<file path="config.mk">
export PLATFORM = sky130hd
export DESIGN_NAME = axi_lite_cfg_master
export DESIGN_NICKNAME = d
export VERILOG_FILES = /design/src/rtl/axi_lite_pkg.sv /design/src/rtl/axi_lite_timeout_cnt.sv /design/src/rtl/axi_lite_cfg_master.sv
export SDC_FILE = /design/constraint.sdc
export NUM_CORES = 1
export LEC_CHECK = 0
export BUFFER_PORTS_ARGS = -buffer_cell sky130_fd_sc_hd__buf_4
export CAP_MARGIN = 40
export CORE_ASPECT_RATIO = 0.75
export CORE_MARGIN = 4
export CORE_UTILIZATION = 48
export DETAILED_ROUTE_END_ITERATION = 10
export GPL_ROUTABILITY_DRIVEN = 1
export PLACE_DENSITY = 0.78
export SETUP_SLACK_MARGIN = 0.3
export SLEW_MARGIN = 20
export SYNTH_ARGS = -nofsm -noshare
export SYNTH_HDL_FRONTEND = slang
export SYNTH_HIERARCHICAL = 1
export SYNTH_SLANG_ARGS = --single-unit
</file>
<file path="constraint.sdc">
create_clock -name axi_clk -period 2.56 [get_ports axi_clk]
set_input_delay 0.512 -clock axi_clk [delete_from_list [all_inputs] [get_ports axi_clk]]
set_output_delay 0.512 -clock axi_clk [all_outputs]
set_load 0.02 [all_outputs]
</file>
<file path="src/rtl/axi_lite_pkg.sv">
// Shared AXI4-Lite definitions: response codes, master FSM states and default widths.
package axi_lite_pkg;

    localparam logic [1:0] RESP_OKAY   = 2'b00;
    localparam logic [1:0] RESP_SLVERR = 2'b10;
    localparam logic [1:0] RESP_DECERR = 2'b11;

    localparam int unsigned DEF_DATA_WIDTH     = 32;
    localparam int unsigned DEF_ADDR_WIDTH     = 10;
    localparam int unsigned DEF_TIMEOUT_CYCLES = 256;

    typedef enum logic [2:0] {
        ST_IDLE,
        ST_WR_AW_W,
        ST_WR_B,
        ST_RD_AR,
        ST_RD_R
    } state_e;

    function automatic logic resp_is_err(input logic [1:0] resp);
        return resp != RESP_OKAY;
    endfunction

endpackage

</file>
<file path="src/rtl/axi_lite_timeout_cnt.sv">
// Channel-wait watchdog: cleared on state entry, counts while enabled, flags expiry.
module axi_lite_timeout_cnt #(
    parameter int unsigned TIMEOUT_CYCLES = 256
) (
    input  logic clk_i,
    input  logic rst_ni,
    input  logic clr_i,
    input  logic en_i,
    output logic expire_o
);

    localparam int unsigned CW = (TIMEOUT_CYCLES > 2) ? $clog2(TIMEOUT_CYCLES) : 1;
    // Expiry is decided one count early so the registered abort lands on cycle TIMEOUT_CYCLES.
    localparam logic [CW-1:0] LAST = CW'(TIMEOUT_CYCLES - 2);

    logic [CW-1:0] cnt_q, cnt_d;

    always_comb begin
        cnt_d = cnt_q;
        if (clr_i) begin
            cnt_d = '0;
        end else if (en_i) begin
            cnt_d = cnt_q + 1'b1;
        end
    end

    always_ff @(posedge clk_i or negedge rst_ni) begin
        if (!rst_ni) begin
            cnt_q <= '0;
        end else begin
            cnt_q <= cnt_d;
        end
    end

    assign expire_o = en_i && (cnt_q == LAST);

endmodule

</file>
<file path="src/rtl/axi_lite_cfg_master.sv">
// Single-outstanding AXI4-Lite configuration master with registered outputs and watchdog abort.
module axi_lite_cfg_master
    import axi_lite_pkg::*;
#(
    parameter int unsigned DATA_WIDTH     = DEF_DATA_WIDTH,
    parameter int unsigned ADDR_WIDTH     = DEF_ADDR_WIDTH,
    parameter int unsigned TIMEOUT_CYCLES = DEF_TIMEOUT_CYCLES
) (
    input  logic                  axi_clk,
    input  logic                  axi_reset_n,
    input  logic                  cmd_valid,
    output logic                  cmd_ready,
    input  logic                  cmd_write,
    input  logic [ADDR_WIDTH-1:0] cmd_addr,
    input  logic [DATA_WIDTH-1:0] cmd_wdata,
    output logic                  rsp_valid,
    output logic [DATA_WIDTH-1:0] rsp_rdata,
    output logic                  rsp_error,
    output logic [ADDR_WIDTH-1:0] m_axi_awaddr,
    output logic                  m_axi_awvalid,
    input  logic                  m_axi_awready,
    output logic [DATA_WIDTH-1:0] m_axi_wdata,
    output logic                  m_axi_wvalid,
    input  logic                  m_axi_wready,
    input  logic [1:0]            m_axi_bresp,
    input  logic                  m_axi_bvalid,
    output logic                  m_axi_bready,
    output logic [ADDR_WIDTH-1:0] m_axi_araddr,
    output logic                  m_axi_arvalid,
    input  logic                  m_axi_arready,
    input  logic [DATA_WIDTH-1:0] m_axi_rdata,
    input  logic [1:0]            m_axi_rresp,
    input  logic                  m_axi_rvalid,
    output logic                  m_axi_rready
);

    state_e                state_q, state_d;
    logic                  cmd_ready_q, cmd_ready_d;
    logic                  rsp_valid_q, rsp_valid_d;
    logic                  rsp_error_q, rsp_error_d;
    logic [DATA_WIDTH-1:0] rsp_rdata_q, rsp_rdata_d;
    logic [ADDR_WIDTH-1:0] awaddr_q, awaddr_d;
    logic [DATA_WIDTH-1:0] wdata_q, wdata_d;
    logic [ADDR_WIDTH-1:0] araddr_q, araddr_d;
    logic                  awvalid_q, awvalid_d;
    logic                  wvalid_q, wvalid_d;
    logic                  bready_q, bready_d;
    logic                  arvalid_q, arvalid_d;
    logic                  rready_q, rready_d;

    logic aw_pending, w_pending, abort, tmo_clr, tmo_en, tmo_expire;

    assign aw_pending = awvalid_q & ~m_axi_awready;
    assign w_pending  = wvalid_q & ~m_axi_wready;
    assign tmo_en     = (state_q != ST_IDLE);
    assign tmo_clr    = (state_d != state_q);

    axi_lite_timeout_cnt #(
        .TIMEOUT_CYCLES(TIMEOUT_CYCLES)
    ) u_timeout (
        .clk_i   (axi_clk),
        .rst_ni  (axi_reset_n),
        .clr_i   (tmo_clr),
        .en_i    (tmo_en),
        .expire_o(tmo_expire)
    );

    always_comb begin
        state_d     = state_q;
        cmd_ready_d = cmd_ready_q;
        rsp_valid_d = 1'b0;
        rsp_error_d = rsp_error_q;
        rsp_rdata_d = rsp_rdata_q;
        awaddr_d    = awaddr_q;
        wdata_d     = wdata_q;
        araddr_d    = araddr_q;
        awvalid_d   = awvalid_q;
        wvalid_d    = wvalid_q;
        bready_d    = bready_q;
        arvalid_d   = arvalid_q;
        rready_d    = rready_q;
        abort       = 1'b0;

        unique case (state_q)
            ST_IDLE: begin
                if (cmd_valid && cmd_ready_q) begin
                    cmd_ready_d = 1'b0;
                    if (cmd_write) begin
                        awaddr_d  = cmd_addr;
                        wdata_d   = cmd_wdata;
                        awvalid_d = 1'b1;
                        wvalid_d  = 1'b1;
                        state_d   = ST_WR_AW_W;
                    end else begin
                        araddr_d  = cmd_addr;
                        arvalid_d = 1'b1;
                        state_d   = ST_RD_AR;
                    end
                end
            end
            ST_WR_AW_W: begin
                // AW and W retire independently; a dropped valid marks its channel done.
                if (!aw_pending && !w_pending) begin
                    awvalid_d = 1'b0;
                    wvalid_d  = 1'b0;
                    bready_d  = 1'b1;
                    state_d   = ST_WR_B;
                end else if (tmo_expire) begin
                    abort = 1'b1;
                end else begin
                    awvalid_d = aw_pending;
                    wvalid_d  = w_pending;
                end
            end
            ST_WR_B: begin
                if (m_axi_bvalid && bready_q) begin
                    bready_d    = 1'b0;
                    rsp_valid_d = 1'b1;
                    rsp_error_d = resp_is_err(m_axi_bresp);
                    rsp_rdata_d = '0;
                    cmd_ready_d = 1'b1;
                    state_d     = ST_IDLE;
                end else if (tmo_expire) begin
                    abort = 1'b1;
                end
            end
            ST_RD_AR: begin
                if (m_axi_arready && arvalid_q) begin
                    arvalid_d = 1'b0;
                    rready_d  = 1'b1;
                    state_d   = ST_RD_R;
                end else if (tmo_expire) begin
                    abort = 1'b1;
                end
            end
            ST_RD_R: begin
                if (m_axi_rvalid && rready_q) begin
                    rready_d    = 1'b0;
                    rsp_valid_d = 1'b1;
                    rsp_error_d = resp_is_err(m_axi_rresp);
                    rsp_rdata_d = m_axi_rdata;
                    cmd_ready_d = 1'b1;
                    state_d     = ST_IDLE;
                end else if (tmo_expire) begin
                    abort = 1'b1;
                end
            end
            default: begin
                state_d = ST_IDLE;
            end
        endcase

        if (abort) begin
            awvalid_d   = 1'b0;
            wvalid_d    = 1'b0;
            bready_d    = 1'b0;
            arvalid_d   = 1'b0;
            rready_d    = 1'b0;
            rsp_valid_d = 1'b1;
            rsp_error_d = 1'b1;
            rsp_rdata_d = '0;
            cmd_ready_d = 1'b1;
            state_d     = ST_IDLE;
        end
    end

    always_ff @(posedge axi_clk or negedge axi_reset_n) begin
        if (!axi_reset_n) begin
            state_q     <= ST_IDLE;
            cmd_ready_q <= 1'b1;
            rsp_valid_q <= 1'b0;
            rsp_error_q <= 1'b0;
            rsp_rdata_q <= '0;
            awaddr_q    <= '0;
            wdata_q     <= '0;
            araddr_q    <= '0;
            awvalid_q   <= 1'b0;
            wvalid_q    <= 1'b0;
            bready_q    <= 1'b0;
            arvalid_q   <= 1'b0;
            rready_q    <= 1'b0;
        end else begin
            state_q     <= state_d;
            cmd_ready_q <= cmd_ready_d;
            rsp_valid_q <= rsp_valid_d;
            rsp_error_q <= rsp_error_d;
            rsp_rdata_q <= rsp_rdata_d;
            awaddr_q    <= awaddr_d;
            wdata_q     <= wdata_d;
            araddr_q    <= araddr_d;
            awvalid_q   <= awvalid_d;
            wvalid_q    <= wvalid_d;
            bready_q    <= bready_d;
            arvalid_q   <= arvalid_d;
            rready_q    <= rready_d;
        end
    end

    assign cmd_ready     = cmd_ready_q;
    assign rsp_valid     = rsp_valid_q;
    assign rsp_error     = rsp_error_q;
    assign rsp_rdata     = rsp_rdata_q;
    assign m_axi_awaddr  = awaddr_q;
    assign m_axi_awvalid = awvalid_q;
    assign m_axi_wdata   = wdata_q;
    assign m_axi_wvalid  = wvalid_q;
    assign m_axi_bready  = bready_q;
    assign m_axi_araddr  = araddr_q;
    assign m_axi_arvalid = arvalid_q;
    assign m_axi_rready  = rready_q;

endmodule

</file>
Word level (Yosys, flattened, before mapping)
Index checks and enable logic that the tools add are counted.
{"block": "op_classes", "mux": 56, "reduce_logical": 27, "n_bitwise": 5, "n_addsub": 1, "n_eq_ne": 14}
{"cell": "2-to-1 mux 32 bit", "count": 3}
{"cell": "case mux 32 bit (2 select lines)", "count": 1}
{"cell": "2-to-1 mux 1 bit", "count": 33}
{"cell": "!= test 3 bit, second input constant", "count": 7}
{"cell": "2-to-1 mux 3 bit", "count": 6}
{"cell": "nonzero test 3 bit", "count": 6}
{"cell": "2-to-1 mux 8 bit", "count": 2}
{"cell": "case mux 3 bit (5 select lines)", "count": 1}
{"cell": "AND reduction 3 bit", "count": 5}
{"cell": "case mux 1 bit (2 select lines)", "count": 7}
{"cell": "AND reduction 4 bit", "count": 3}
{"cell": "adder 8 x 1 -> 8 bit, second input constant", "count": 1}
{"cell": "equality test 8 bit, second input constant", "count": 1}
{"cell": "equality test 3 x 2 -> 1 bit, second input constant", "count": 2}
{"cell": "logical AND 1 bit", "count": 6}
{"cell": "nonzero test 2 bit", "count": 3}
{"cell": "!= test 4 bit, second input constant", "count": 1}
{"cell": "case mux 1 bit (4 select lines)", "count": 1}
{"cell": "nonzero test 4 bit", "count": 1}
{"cell": "equality test 3 x 1 -> 1 bit, second input constant", "count": 1}
{"cell": "equality test 3 bit, second input constant", "count": 1}
{"cell": "zero test 3 bit", "count": 1}
{"cell": "!= test 3 bit", "count": 1}
{"cell": "inverter 1 bit", "count": 3}
{"cell": "other kinds (4)", "count": 6}
{"block": "word_totals", "regBits": 103, "in_bits": 87, "wordCells": 117, "output_inout_bits": 92}

Depth between registers and ports, before layout
{"block": "logic_depth", "ltp_word": 9, "ltp_mapped": 12, "depth_no_buf": 9}

By module
The synthesis kept the hierarchy.
{"mod": "axi_lite_cfg_master", "seq_area_each_um2": 2378.5, "cells_each": 330, "area_per_inst_um2": 4015.1, "instances": 1}
{"mod": "axi_lite_timeout_cnt", "seq_area_each_um2": 200.2, "cells_each": 41, "area_per_inst_um2": 411.6, "instances": 1}

Worst setup path after synthesis
Ideal clock, no wire load.
{"block": "synth_path", "kind": "reg-to-reg", "startpoint": "register state_q[1]", "endpoint": "register u_timeout.cnt_q[1]", "setup_ps": 94, "period_less_slack_ps": 2159, "required_time_ps": 2466, "n_path_buf": 3, "arrival_time_ps": 2065, "setup_slack_ps": 401, "stages_incl_launch_ff": 13, "cell_sequence": "dfrtp_1 buf_4 nor3_4 inv_2 buf_4 nand4_1 nor2_1 nand2_1 o221ai_1 a31o_2 a211o_1 clkbuf_1 a211oi_1"}
{"block": "synth_between", "elab_chain_cells": 8, "elab_cells_between_ends": 23, "classes_between": "5 x eq/ne; 14 x mux; 4 x reduce/logical"}
{"item": "start, declared", "line": "axi_lite_cfg_master.sv:37", "rtl": "state_e state_q, state_d;"}
{"item": "start signal, assigned", "line": "axi_lite_cfg_master.sv:183", "rtl": "state_q <= state_d;"}
{"item": "nonzero test 3 bit *", "line": "axi_lite_cfg_master.sv:55", "rtl": "assign tmo_en = (state_q != ST_IDLE);"}
{"item": "via tmo_en", "line": "axi_lite_cfg_master.sv:51", "rtl": "logic aw_pending, w_pending, abort, tmo_clr, tmo_en, tmo_expire;"}
{"item": "logical AND 1 bit *", "line": "axi_lite_timeout_cnt.sv:35", "rtl": "assign expire_o = en_i && (cnt_q == LAST);"}
{"item": "via tmo_expire", "line": "axi_lite_cfg_master.sv:51"}
{"item": "2-to-1 mux 1 bit *"}
{"item": "2-to-1 mux 1 bit (on tied branches)"}
{"item": "case mux 1 bit (4 select lines) *", "line": "axi_lite_cfg_master.sv:84", "rtl": "unique case (state_q)"}
{"item": "2-to-1 mux 3 bit *", "line": "axi_lite_cfg_master.sv:153", "rtl": "if (abort) begin"}
{"item": "!= test 3 bit *", "line": "axi_lite_cfg_master.sv:56", "rtl": "assign tmo_clr = (state_d != state_q);"}
{"item": "via tmo_clr", "line": "axi_lite_cfg_master.sv:51"}
{"item": "2-to-1 mux 8 bit / nonzero test 2 bit (equally long branches)"}
{"item": "end signal, assigned", "line": "axi_lite_timeout_cnt.sv:31", "rtl": "cnt_q <= cnt_d;"}
{"item": "end, declared", "line": "axi_lite_timeout_cnt.sv:16", "rtl": "logic [CW-1:0] cnt_q, cnt_d;"}
The timed path passes the listed nets; every way through them passes the cells marked *.
A chain may end at the register's enable or synchronous reset.

Worst setup path in the final report
Same ends and word-level chain as after synthesis.

==> results.md <==
* Share of layout cells above drive strength 1 at 0.485
* Crit Path Category: reg -> reg
* Via count at 3578
* DR DRC count at 0
* DR pass1 iterations at 4
* First-pass GRT wire length at 18.6 mm
* Fin Hold WS at 0.138 ns
* Die Ht at 91.2 microns
* Status: complete, no violations
* RD Place Congestion at 0.844
* DR iter-0 viols at 227
* H-tree levels at 3
* Worst reg2reg path endpoint: u_timeout/cnt_q[1]$_DFFE_PN0P_
* #FFs+latches synth at 103
* Top cells by area, synth: dfrtp_1 58%, mux2_2 12%, a21oi_1 4.6%
* R2R Setup Slk at 0.43 ns
* Num Clock Sinks at 103
* Max FO, Critical Path at 11
* Core Area at 9010 sq um
* CTS Hold Buffers Added at 0
* Die W at 119 microns
* All-Layer GR Usage at 0.213
* Reg-to-reg startpoint: state_q[1]$_DFF_PN0_
* DIE AREA at 10800 sq um
* RSZ-0062 raised after global routing: no
* Top-area cell type share of the netlist area at 0.577
* Ys async rst share at 1.00
* Worst slew pin tran at 0.599 ns
* Number of synthesized flops with an enable pin at 0
* CTS tree: yes
* IO Pins at 179
* # nets final at 637
* Endpoint class of the critical path: register
* Yosys top cell by area: dfrtp_1
* Starting Density at 0.491
* Metal-1 WL at 4.51 mm
* Commonest cells post-synth: 102 x dfrtp_1, 49 x mux2_2, 44 x nand2_1
* Grt total ovfl at 0
* Diodes inserted at 0
* Final Cycle Share at 0.833
* Port Buffers at 178
* Max-slew violation count at 0
* # setup viols final at 0
* Metal2 WL at 5.33 mm
* Worst R2R Path Depth at 9
* Worst clock skew at 0.00677 ns
* Hpwl dp at 8.39 mm
* Main flop type after synthesis: dfrtp_1
* Clk pin slew, worst setup/hold paths at 0.06 ns
* Worst Path Arrival at 2.38 ns
* Mapped cell area at 4430 sq um
* Initial antenna violation count at 0
* Clock Latency Late Sink at 0.34 ns
* Site Rows at 30
* Avg Cell Area, Syn at 11.9 sq um
* Worst EP required at 2.81 ns
* Syn_nets at 460
* Yosys warning count at 6
* Vias in the first global route at 3677
* Routed WL per cell at 17.1 microns
* Slew margin rel. at 0.599
* P per Cell Area at 508 nW/um^2
* Maximum root-to-sink buffer count at 2
* Setup TNS at 0 ns
* Sequential share of the synthesized area at 0.583
* Leak at 3.20 nW
* Worst vdd ir at 467 uV
* Most frequent cell after synthesis: dfrtp_1
* Max Used Layer: met4
* Met3 WL at 1.32 mm
* Fin crit period at 2.13 ns
* Vias per cell at 5.40
* Routed WL at 11.3 mm
* Largest net degree at the start of global routing at 45
* Routed Antenna Nets at 0
* Synth Instances at 371
* Max_cap viols at 0
* Root Driver: clkbuf_16
* Startpoint Class: register
* HP Class: in -> async
* Count of different cell masters after synthesis at 45
* TritonCTS Buffers at 9
* F_max at 0.469 GHz
* Final hold vios at 0
* P&R area growth vs syn at 38.8%
per-layer routing:
metal / vias to the layer above / track usage
met5: - / 0
met1: 1741 / 0.263
met2: 165 / 0.342
li1: 1660 / -
met4: 0 / 0.0579
met3: 12 / 0.0965
worst max-delay path, stage by stage (launching register included):
cell	delay [ns]
dfrtp_2	0.50
nor3_4	0.20
inv_2	0.16
nand4_1	0.12
nor2_1	0.07
nand2_1	0.09
o221ai_1	0.12
a31o_2	0.24
a211o_1	0.34
a211oi_1	0.20
flip-flops by register name, indices dropped and copies added, names as in the netlist:
signal,flops
m_axi_awvalid,1
m_axi_wdata,32
m_axi_awaddr,10
state_q,3
rsp_valid,1
u_timeout/cnt_q,8
m_axi_arvalid,1
m_axi_rready,1
m_axi_araddr,10
m_axi_bready,1
rsp_rdata,32
m_axi_wvalid,1
rsp_error,1
cmd_ready,1
placed cells by master (no fill, tap or decap), drive strengths merged, types with 3 or more instances in the layout:
| cell type | netlist | layout |
|---|---|---|
| or3 | 3 | 3 |
| buf | 18 | 191 |
| nor2 | 11 | 11 |
| dfrtp | 102 | 102 |
| xor2 | 3 | 3 |
| a211o | 3 | 3 |
| a31oi | 5 | 5 |
| o21ai | 7 | 7 |
| a211oi | 3 | 3 |
| nand3 | 37 | 37 |
| clkbuf | 7 | 12 |
| mux2 | 52 | 52 |
| a21oi | 42 | 42 |
| nand4 | 5 | 5 |
| inv | 3 | 3 |
| nor3 | 4 | 4 |
| nand2 | 45 | 45 |
where the power goes:
part           leakage, nW  switching (mW)  internal, mW  total [mW]
Combinational         1.63          0.0564        0.0881       0.145
Sequential            1.43               0          1.63        1.63
Clock                0.141           0.552         0.796        1.35
Total                 3.20           0.608          2.51        3.12
worst max-delay path by stage:
stage                               from                             end  slack (ns)  cells after the start
floorplan           state_q[1]$_DFF_PN0_  u_timeout/cnt_q[1]$_DFFE_PN0P_        0.40                     12
global placement    state_q[1]$_DFF_PN0_  u_timeout/cnt_q[1]$_DFFE_PN0P_        0.38                      9
detailed placement  state_q[1]$_DFF_PN0_  u_timeout/cnt_q[1]$_DFFE_PN0P_        0.26                      9
CTS                 state_q[1]$_DFF_PN0_  u_timeout/cnt_q[1]$_DFFE_PN0P_        0.32                      9
global route        state_q[1]$_DFF_PN0_  u_timeout/cnt_q[1]$_DFFE_PN0P_        0.29                      9
finish              state_q[1]$_DFF_PN0_  u_timeout/cnt_q[1]$_DFFE_PN0P_        0.43                      9
stage by stage:
step | instances | util | cell area, sq um | power (mW) | setup WS (ns)
finish | 662 | 0.682 | 6150 | 3.12 | 0.428
global route | 662 | 0.682 | 6150 | 3.23 | 0.294
CTS | 660 | 0.679 | 6120 | 3.15 | 0.319
detailed placement | 647 | 0.647 | 5830 | 1.81 | 0.262
global placement | 647 | 0.647 | 5830 | 1.80 | 0.384
floorplan | 371 | - | 4430 | 1.66 | 0.401
cells by family (layout without fill, tap and decap cells):
group | count (synthesis) | after routing | share of synthesized area
compound gates | 70 | 70 | 0.0981
mux | 52 | 52 | 0.132
simple gates | 112 | 112 | 0.133
fa+ha+maj | 2 | 2 | 0.00565
flops | 103 | 103 | 0.583
buf+inv | 28 | 207 | 0.0404
xor+xnor | 4 | 4 | 0.00792
final cells by class:
type	instances	area [sq um]
inverter	3	11.3
sequential	103	2580
multi-input combinational	240	1670
tap	112	140
clock inverter	1	30.0
fill	676	2860
clock buffer	12	256
timing repair buffer	191	1460
repair_timing:
action                                  in CTS  in global routing
buffers inserted                             0                  1
pin swaps                                    0                  1
endpoints found under the setup margin       1                  7
gates resized for setup                      1                  0
Note: power is estimated with default switching activity, not from simulation.
